==> config.mk <==
export PLATFORM = sky130hd
export DESIGN_NAME = buffer_share_arbiter_flat
export DESIGN_NICKNAME = d
export VERILOG_FILES = /design/src/rtl/buffer_share_arbiter_if.sv /design/src/rtl/buffer_share_arbiter.sv /design/src/flat_wrapper.sv
export SDC_FILE = /design/constraint.sdc
export NUM_CORES = 1
export LEC_CHECK = 0
export ABC_AREA = 1
export BUFFER_PORTS_ARGS = -buffer_cell sky130_fd_sc_hd__buf_2
export CELL_PAD_IN_SITES_DETAIL_PLACEMENT = 0
export CELL_PAD_IN_SITES_GLOBAL_PLACEMENT = 2
export CORE_MARGIN = 4
export CORE_UTILIZATION = 11
export CTS_BUF_LIST = sky130_fd_sc_hd__clkbuf_4
export DETAILED_ROUTE_END_ITERATION = 8
export HOLD_SLACK_MARGIN = 0.1
export PLACE_DENSITY_LB_ADDON = 0.25
export SYNTH_ARGS = -nofsm -noshare
export SYNTH_HDL_FRONTEND = slang
export SYNTH_SLANG_ARGS = --single-unit
==> constraint.sdc <==
create_clock -name Clk -period 1.4 [get_ports Clk]
set_input_delay 0.07 -clock Clk [delete_from_list [all_inputs] [get_ports Clk]]
set_output_delay 0.07 -clock Clk [all_outputs]
set_load 0.03 [all_outputs]
==> src/rtl/buffer_share_arbiter_if.sv <==
// Handshake and buffer-side signal bundle for buffer_share_arbiter.
// The arbiter uses the slave modport; the request/consumer side uses master.
// With ARB_STATS_EN defined, the bundle also carries the grant statistics counters.
interface buffer_share_arbiter_if #(
    parameter int DataWidth = 64
);
    logic                 Req0Valid;
    logic [DataWidth-1:0] Req0Data;
    logic                 Req0Ready;
    logic                 Req1Valid;
    logic [DataWidth-1:0] Req1Data;
    logic                 Req1Ready;
    logic                 Flush;
    logic [DataWidth-1:0] BufWData;
    logic                 BufWInc;
    logic                 BufRInc;
    logic                 BufJump;
    logic                 OutTag;
    logic                 OutTagValid;
    logic                 HeldValid;
`ifdef ARB_STATS_EN
    logic [31:0]          Grant0Cnt;
    logic [31:0]          Grant1Cnt;
    logic [31:0]          ForceCnt;
`endif

    modport slave (
        input  Req0Valid, Req0Data, Req1Valid, Req1Data, Flush, BufRInc,
        output Req0Ready, Req1Ready, BufWData, BufWInc, BufJump,
               OutTag, OutTagValid, HeldValid
`ifdef ARB_STATS_EN
        , output Grant0Cnt, Grant1Cnt, ForceCnt
`endif
    );

    modport master (
        output Req0Valid, Req0Data, Req1Valid, Req1Data, Flush, BufRInc,
        input  Req0Ready, Req1Ready, BufWData, BufWInc, BufJump,
               OutTag, OutTagValid, HeldValid
`ifdef ARB_STATS_EN
        , input Grant0Cnt, Grant1Cnt, ForceCnt
`endif
    );
endinterface

==> src/rtl/buffer_share_arbiter.sv <==
// buffer_share_arbiter: shares one single-entry pipelined data buffer between
// the fetch side (Req0) and the load/store side (Req1). Req1 has fixed
// priority; Req0 is forced through after StarveLimit consecutive losses.
// The arbiter mirrors the buffer's held-entry flag so it never overwrites a
// held word, and tags each word with its source for the consumer.
// Optional feature macro: ARB_STATS_EN (grant/force statistics counters).
module buffer_share_arbiter #(
    parameter int DataWidth   = 64,
    parameter int StarveLimit = 8
) (
    input logic                    Clk,
    input logic                    Rst,
    buffer_share_arbiter_if.slave  bus
);
    localparam logic [7:0] StarveMax = 8'(StarveLimit);

    logic       held_valid_q, held_valid_d;
    logic       held_tag_q, held_tag_d;
    logic       out_tag_q, out_tag_d;
    logic       out_tag_valid_q, out_tag_valid_d;
    logic [7:0] starve_cnt_q, starve_cnt_d;

    logic       can_wr_s;
    logic       starved_s;
    logic       gnt0_s;
    logic       gnt1_s;
    logic       winc_s;

    // Grant decision: writes only into an empty held slot and never during a flush.
    always_comb begin
        can_wr_s  = ~held_valid_q & ~bus.Flush;
        starved_s = (starve_cnt_q == StarveMax);
        gnt0_s    = can_wr_s & bus.Req0Valid & (~bus.Req1Valid | starved_s);
        gnt1_s    = can_wr_s & bus.Req1Valid & ~gnt0_s;
        winc_s    = gnt0_s | gnt1_s;
    end

    assign bus.Req0Ready   = gnt0_s;
    assign bus.Req1Ready   = gnt1_s;
    assign bus.BufWInc     = winc_s;
    assign bus.BufJump     = bus.Flush;
    assign bus.OutTag      = out_tag_q;
    assign bus.OutTagValid = out_tag_valid_q;
    assign bus.HeldValid   = held_valid_q;

    // Write data mux: granted word, zero when nothing is written.
    always_comb begin
        if (gnt0_s) begin
            bus.BufWData = bus.Req0Data;
        end else if (gnt1_s) begin
            bus.BufWData = bus.Req1Data;
        end else begin
            bus.BufWData = '0;
        end
    end

    // Next-state for the buffer occupancy mirror and Req0 starvation counter.
    always_comb begin
        held_valid_d    = held_valid_q;
        held_tag_d      = held_tag_q;
        out_tag_d       = out_tag_q;
        out_tag_valid_d = out_tag_valid_q;

        if (!bus.Req0Valid || gnt0_s) begin
            starve_cnt_d = 8'd0;
        end else if (can_wr_s && (starve_cnt_q < StarveMax)) begin
            starve_cnt_d = starve_cnt_q + 8'd1;
        end else begin
            starve_cnt_d = starve_cnt_q;
        end

        if (bus.Flush) begin
            held_valid_d    = 1'b0;
            held_tag_d      = 1'b0;
            out_tag_d       = 1'b0;
            out_tag_valid_d = 1'b0;
        end else begin
            case ({winc_s, bus.BufRInc})
                2'b11: begin
                    // Empty buffer bypass: word goes straight to the output stage.
                    out_tag_d       = gnt1_s;
                    out_tag_valid_d = 1'b1;
                    held_valid_d    = 1'b0;
                end
                2'b10: begin
                    held_tag_d   = gnt1_s;
                    held_valid_d = 1'b1;
                end
                2'b01: begin
                    // With nothing held the buffer presents stale data, so the tag goes invalid.
                    out_tag_d       = held_tag_q;
                    out_tag_valid_d = held_valid_q;
                    held_valid_d    = 1'b0;
                end
                2'b00: begin
                    held_valid_d = held_valid_q;
                end
                default: begin
                    held_valid_d = held_valid_q;
                end
            endcase
        end
    end

    // State registers with asynchronous active-low reset.
    always_ff @(posedge Clk or negedge Rst) begin
        if (!Rst) begin
            held_valid_q    <= 1'b0;
            held_tag_q      <= 1'b0;
            out_tag_q       <= 1'b0;
            out_tag_valid_q <= 1'b0;
            starve_cnt_q    <= 8'd0;
        end else begin
            held_valid_q    <= held_valid_d;
            held_tag_q      <= held_tag_d;
            out_tag_q       <= out_tag_d;
            out_tag_valid_q <= out_tag_valid_d;
            starve_cnt_q    <= starve_cnt_d;
        end
    end

`ifdef ARB_STATS_EN
    logic [31:0] grant0_cnt_q, grant1_cnt_q, force_cnt_q;
    logic        forced_s;

    assign forced_s      = gnt0_s & bus.Req1Valid;
    assign bus.Grant0Cnt = grant0_cnt_q;
    assign bus.Grant1Cnt = grant1_cnt_q;
    assign bus.ForceCnt  = force_cnt_q;

    // Free-running grant statistics; they survive Flush and wrap naturally.
    always_ff @(posedge Clk or negedge Rst) begin
        if (!Rst) begin
            grant0_cnt_q <= 32'd0;
            grant1_cnt_q <= 32'd0;
            force_cnt_q  <= 32'd0;
        end else begin
            grant0_cnt_q <= grant0_cnt_q + {31'd0, gnt0_s};
            grant1_cnt_q <= grant1_cnt_q + {31'd0, gnt1_s};
            force_cnt_q  <= force_cnt_q + {31'd0, forced_s};
        end
    end
`endif
endmodule

==> src/flat_wrapper.sv <==
// flat-port wrapper written by rule: the top's interface ports become plain ports
module buffer_share_arbiter_flat 
#(
    parameter int DataWidth   = 64,
    parameter int StarveLimit = 8
)
  (Clk, Rst, bus_Req0Valid, bus_Req0Data, bus_Req1Valid, bus_Req1Data, bus_Flush, bus_BufRInc, bus_Req0Ready, bus_Req1Ready, bus_BufWData, bus_BufWInc, bus_BufJump, bus_OutTag, bus_OutTagValid, bus_HeldValid);
  buffer_share_arbiter_if #(.DataWidth(DataWidth)) bus_i ();
  input logic Clk;
  input logic Rst;
  input wire logic [$bits(bus_i.Req0Valid)-1:0] bus_Req0Valid;
  input wire logic [$bits(bus_i.Req0Data)-1:0] bus_Req0Data;
  input wire logic [$bits(bus_i.Req1Valid)-1:0] bus_Req1Valid;
  input wire logic [$bits(bus_i.Req1Data)-1:0] bus_Req1Data;
  input wire logic [$bits(bus_i.Flush)-1:0] bus_Flush;
  input wire logic [$bits(bus_i.BufRInc)-1:0] bus_BufRInc;
  output wire logic [$bits(bus_i.Req0Ready)-1:0] bus_Req0Ready;
  output wire logic [$bits(bus_i.Req1Ready)-1:0] bus_Req1Ready;
  output wire logic [$bits(bus_i.BufWData)-1:0] bus_BufWData;
  output wire logic [$bits(bus_i.BufWInc)-1:0] bus_BufWInc;
  output wire logic [$bits(bus_i.BufJump)-1:0] bus_BufJump;
  output wire logic [$bits(bus_i.OutTag)-1:0] bus_OutTag;
  output wire logic [$bits(bus_i.OutTagValid)-1:0] bus_OutTagValid;
  output wire logic [$bits(bus_i.HeldValid)-1:0] bus_HeldValid;
  assign bus_i.Req0Valid = bus_Req0Valid;
  assign bus_i.Req0Data = bus_Req0Data;
  assign bus_i.Req1Valid = bus_Req1Valid;
  assign bus_i.Req1Data = bus_Req1Data;
  assign bus_i.Flush = bus_Flush;
  assign bus_i.BufRInc = bus_BufRInc;
  assign bus_Req0Ready = bus_i.Req0Ready;
  assign bus_Req1Ready = bus_i.Req1Ready;
  assign bus_BufWData = bus_i.BufWData;
  assign bus_BufWInc = bus_i.BufWInc;
  assign bus_BufJump = bus_i.BufJump;
  assign bus_OutTag = bus_i.OutTag;
  assign bus_OutTagValid = bus_i.OutTagValid;
  assign bus_HeldValid = bus_i.HeldValid;
  buffer_share_arbiter #(.DataWidth(DataWidth), .StarveLimit(StarveLimit)) u_core (.Clk(Clk), .Rst(Rst), .bus(bus_i));
endmodule
==> results.cfg <==
[timing]
timing.final.crit_share_pct = 135.0
drv_slew = 0
maxSlewHeadroom_pct = 81.42
finalSetupTns_ps = -30710
rsz0062_at_grt = yes
tightestPinTransition_ps = 278.6
setup_viol = 77
worst_slack_ps = -490.2
max_freq_mhz = 529.0
fin_worst_skew_ps = 4.948
post-route-min-period_ps = 1890
hold_violations = 0

[clocking]
cts_buffers = 3
clkTransAtPathRegs_ps = 80
cts_tree = built
clk_latency_ps = 270
clock-root-buffer = clkbuf_4
clock_sinks = 12
cts.htree.levels = 1
cts_buffer_depth = 2

[setup_path]
path_max_fanout = 15
critPathArrivalTime_ps = 1820
crit_type = flop to output pin
required_ps = 1330
cp-end-kind = output pin
cp-start-kind = flop

[yosys]
synth_nets = 421
ys_top_cells_by_area = dfrtp_1 (19%), inv_1 (19%), nand2_1 (19%)
yosysWarnings = 0
yosysUniqueCellTypes = 20
postSynthAreaPerCell_um2 = 5.457
ys_ff_latch = 12
yosysTopAreaCell = dfrtp_1
synth.top_cell.area_share_pct = 19.31
seq_area_frac_synth_pct = 19.31
netlist_area_mm2 = 0.001555
synth_cells = 285

[route]
wl_per_cell_um = 12.35
route.detailed.drc = 0
firstDrtPassIters = 3
via_count = 2531
ant_nets = 0
avgViaCountPerCell = 3.668
wl_um = 8523
drt_iter0_markers = 29

[global_routing]
grt_max_degree = 18
grt_use_total_pct = 9.708
gr-total-overflow = 0
grt_pass1_wl_um = 12810
antenna_found_initial = 0
grt_pass1_vias = 2577

[placed_design]
gp_congestion = 0.8697
post-dp-hpwl_um = 6868
port-buffer-count = 204
dpl_worst_slack_ps = -327.7

[power]
p_leak_nw = 2.290
power_density_mw_per_mm2 = 457.1
vdd_drop_max_mv = 0.2908

[run_status]
outcome = finished with violations
violations = setup timing

[cells_and_area]
antenna_cells = 0
drive_gt1_share_pct = 67.84
area_delta_synth_final_pct = 175.8
fillers = 1505
nets = 647
final_core_util_pct = 30.90

[hold_path]
hp-class = primary input to flop

[floorplanning]
coreArea_mm2 = 0.01388
start_util_pct = 11.20
dieHeight_um = 126.9
die_w_um = 126.9
dieArea_mm2 = 0.01610
rows = 43
ios = 205

[flow_run]
drv_cap = 0
==> routing by layer <==
layer / GRT usage, % / vias to the layer above / wire length (um)
met3: 1.474 / 6 / 684
met2: 19.96 / 108 / 4695
met1: 10.23 / 1122 / 3051
li1: - / 1295 / -
met5: 0 / - / 0
met4: 1.956 / 0 / 92
==> synthesized netlist by cell type <==
| library cell | n |
|---|---|
| dfrtp_1 | 12 |
| buf_2 | 3 |
| buf_4 | 1 |
| inv_2 | 2 |
| o21ai_2 | 1 |
| nor2_2 | 2 |
| nand3_1 | 2 |
| and2_1 | 1 |
| nand2_2 | 2 |
| nor2_4 | 1 |
| o21ai_1 | 41 |
| a21oi_1 | 3 |
| o211ai_1 | 2 |
| inv_1 | 79 |
| nor3_1 | 3 |
| ha_1 | 2 |
| nor2_1 | 15 |
| o21ai_0 | 23 |
| buf_6 | 11 |
| nand2_1 | 79 |
==> area by class of cell <==
cell class | instances | area (um^2) | share of cell area, %
clock buffer | 3 | 22.52 | 0.5251
clock inverter | 1 | 3.754 | 0.08751
inverter | 81 | 314.1 | 7.322
multi-input combinational | 177 | 1544 | 36.00
sequential | 12 | 301.5 | 7.030
tap | 180 | 225.2 | 5.251
timing repair buffer | 236 | 1878 | 43.79
==> through the flow <==
stage | hold WS [ps] | cells | power (mW) | cell area [um^2]
after floorplan | -225.6 | 285 | 1.084 | 2178
after global placement | -29.16 | 678 | 1.508 | 3531
after detailed placement | -29.97 | 678 | 1.509 | 3531
after CTS | 178.2 | 689 | 1.975 | 4223
after global routing | 181.1 | 690 | 2.089 | 4289
final | 190.1 | 690 | 1.961 | 4289
==> cell usage in the layout, fill, tap and decap left out <==
cell / count
nand2_2: 18
a21oi_1: 3
nand3_1: 1
dfrtp_1: 11
o211ai_1: 2
o21ai_2: 23
nand2_4: 12
buf_4: 16
nor2_1: 13
and2_1: 1
nand2_1: 50
clkbuf_16: 1
inv_2: 3
buf_6: 65
buf_12: 7
nor2_2: 1
inv_8: 1
nand3_2: 1
inv_4: 1
o21ai_4: 42
clkinv_1: 1
inv_1: 76
dlygate4sd3_1: 2
buf_16: 5
dfrtp_2: 1
buf_2: 139
nor3_1: 3
ha_1: 1
clkbuf_4: 4
nor2_4: 4
nand2_8: 1
ha_4: 1
==> report_power, final <==
group          switching [mW]  internal [mW]  leakage [nW]  total, mW
logic                   0.746          0.632          2.11       1.38
clock network           0.109          0.103        0.0154      0.212
registers             0.00907          0.360         0.161      0.370
total                   0.865           1.10          2.29       1.96
==> cells by family after synthesis <==
| kind of cell | after synthesis | share of synthesized area, % |
|---|---|---|
| DFF | 12 | 19.31 |
| and+or+nand+nor | 105 | 27.03 |
| buffers and inverters | 96 | 28.96 |
| AOI/OAI and AO/OA | 70 | 23.09 |
| adders and majority gates | 2 | 1.609 |
==> worst paths after layout <==
kind / start / endpoint / slack, ps / depth (start not counted)
max in group asynchronous: Rst / u_core.bus.HeldValid$_DFFE_PN0P_ / 970 / 2
min in group asynchronous: Rst / u_core.starve_cnt_q[6]$_DFFE_PN0P_ / 200 / 2
min: bus_Req0Valid / u_core.starve_cnt_q[6]$_DFFE_PN0P_ / 190 / 4
max: u_core.bus.HeldValid$_DFFE_PN0P_ / bus_BufWData[35] / -490 / 8
max reg2reg: u_core.starve_cnt_q[0]$_DFFE_PN0P_ / u_core.starve_cnt_q[0]$_DFFE_PN0P_ / -130 / 10
min reg2reg: u_core.bus.OutTagValid$_DFFE_PN0P_ / u_core.bus.OutTagValid$_DFFE_PN0P_ / 490 / 2
==> repair_timing <==
action,CTS,global route
endpoints found under the hold margin,14,0
hold buffers,2,0
pin swaps,2,3
setup buffers,3,2
gates cloned,3,1
resized for setup,168,19
endpoints found under the setup margin,76,77
==> worst max-delay path: stages (launching register included) <==
cell     delay [ps]
dfrtp_2         430
nor2_4          110
inv_4            60
buf_12          120
nor2_4          150
nand2_8         150
buf_16          210
o21ai_4         160
buf_6           150
==> sequential cells by signal, summed over array words and instances, names as in the netlist <==
name,count
u_core.bus.HeldValid,1
u_core.bus.OutTagValid,1
u_core.held_tag_q,1
u_core.starve_cnt_q,8
u_core.bus.OutTag,1
Power figures use the tool's default switching activity.
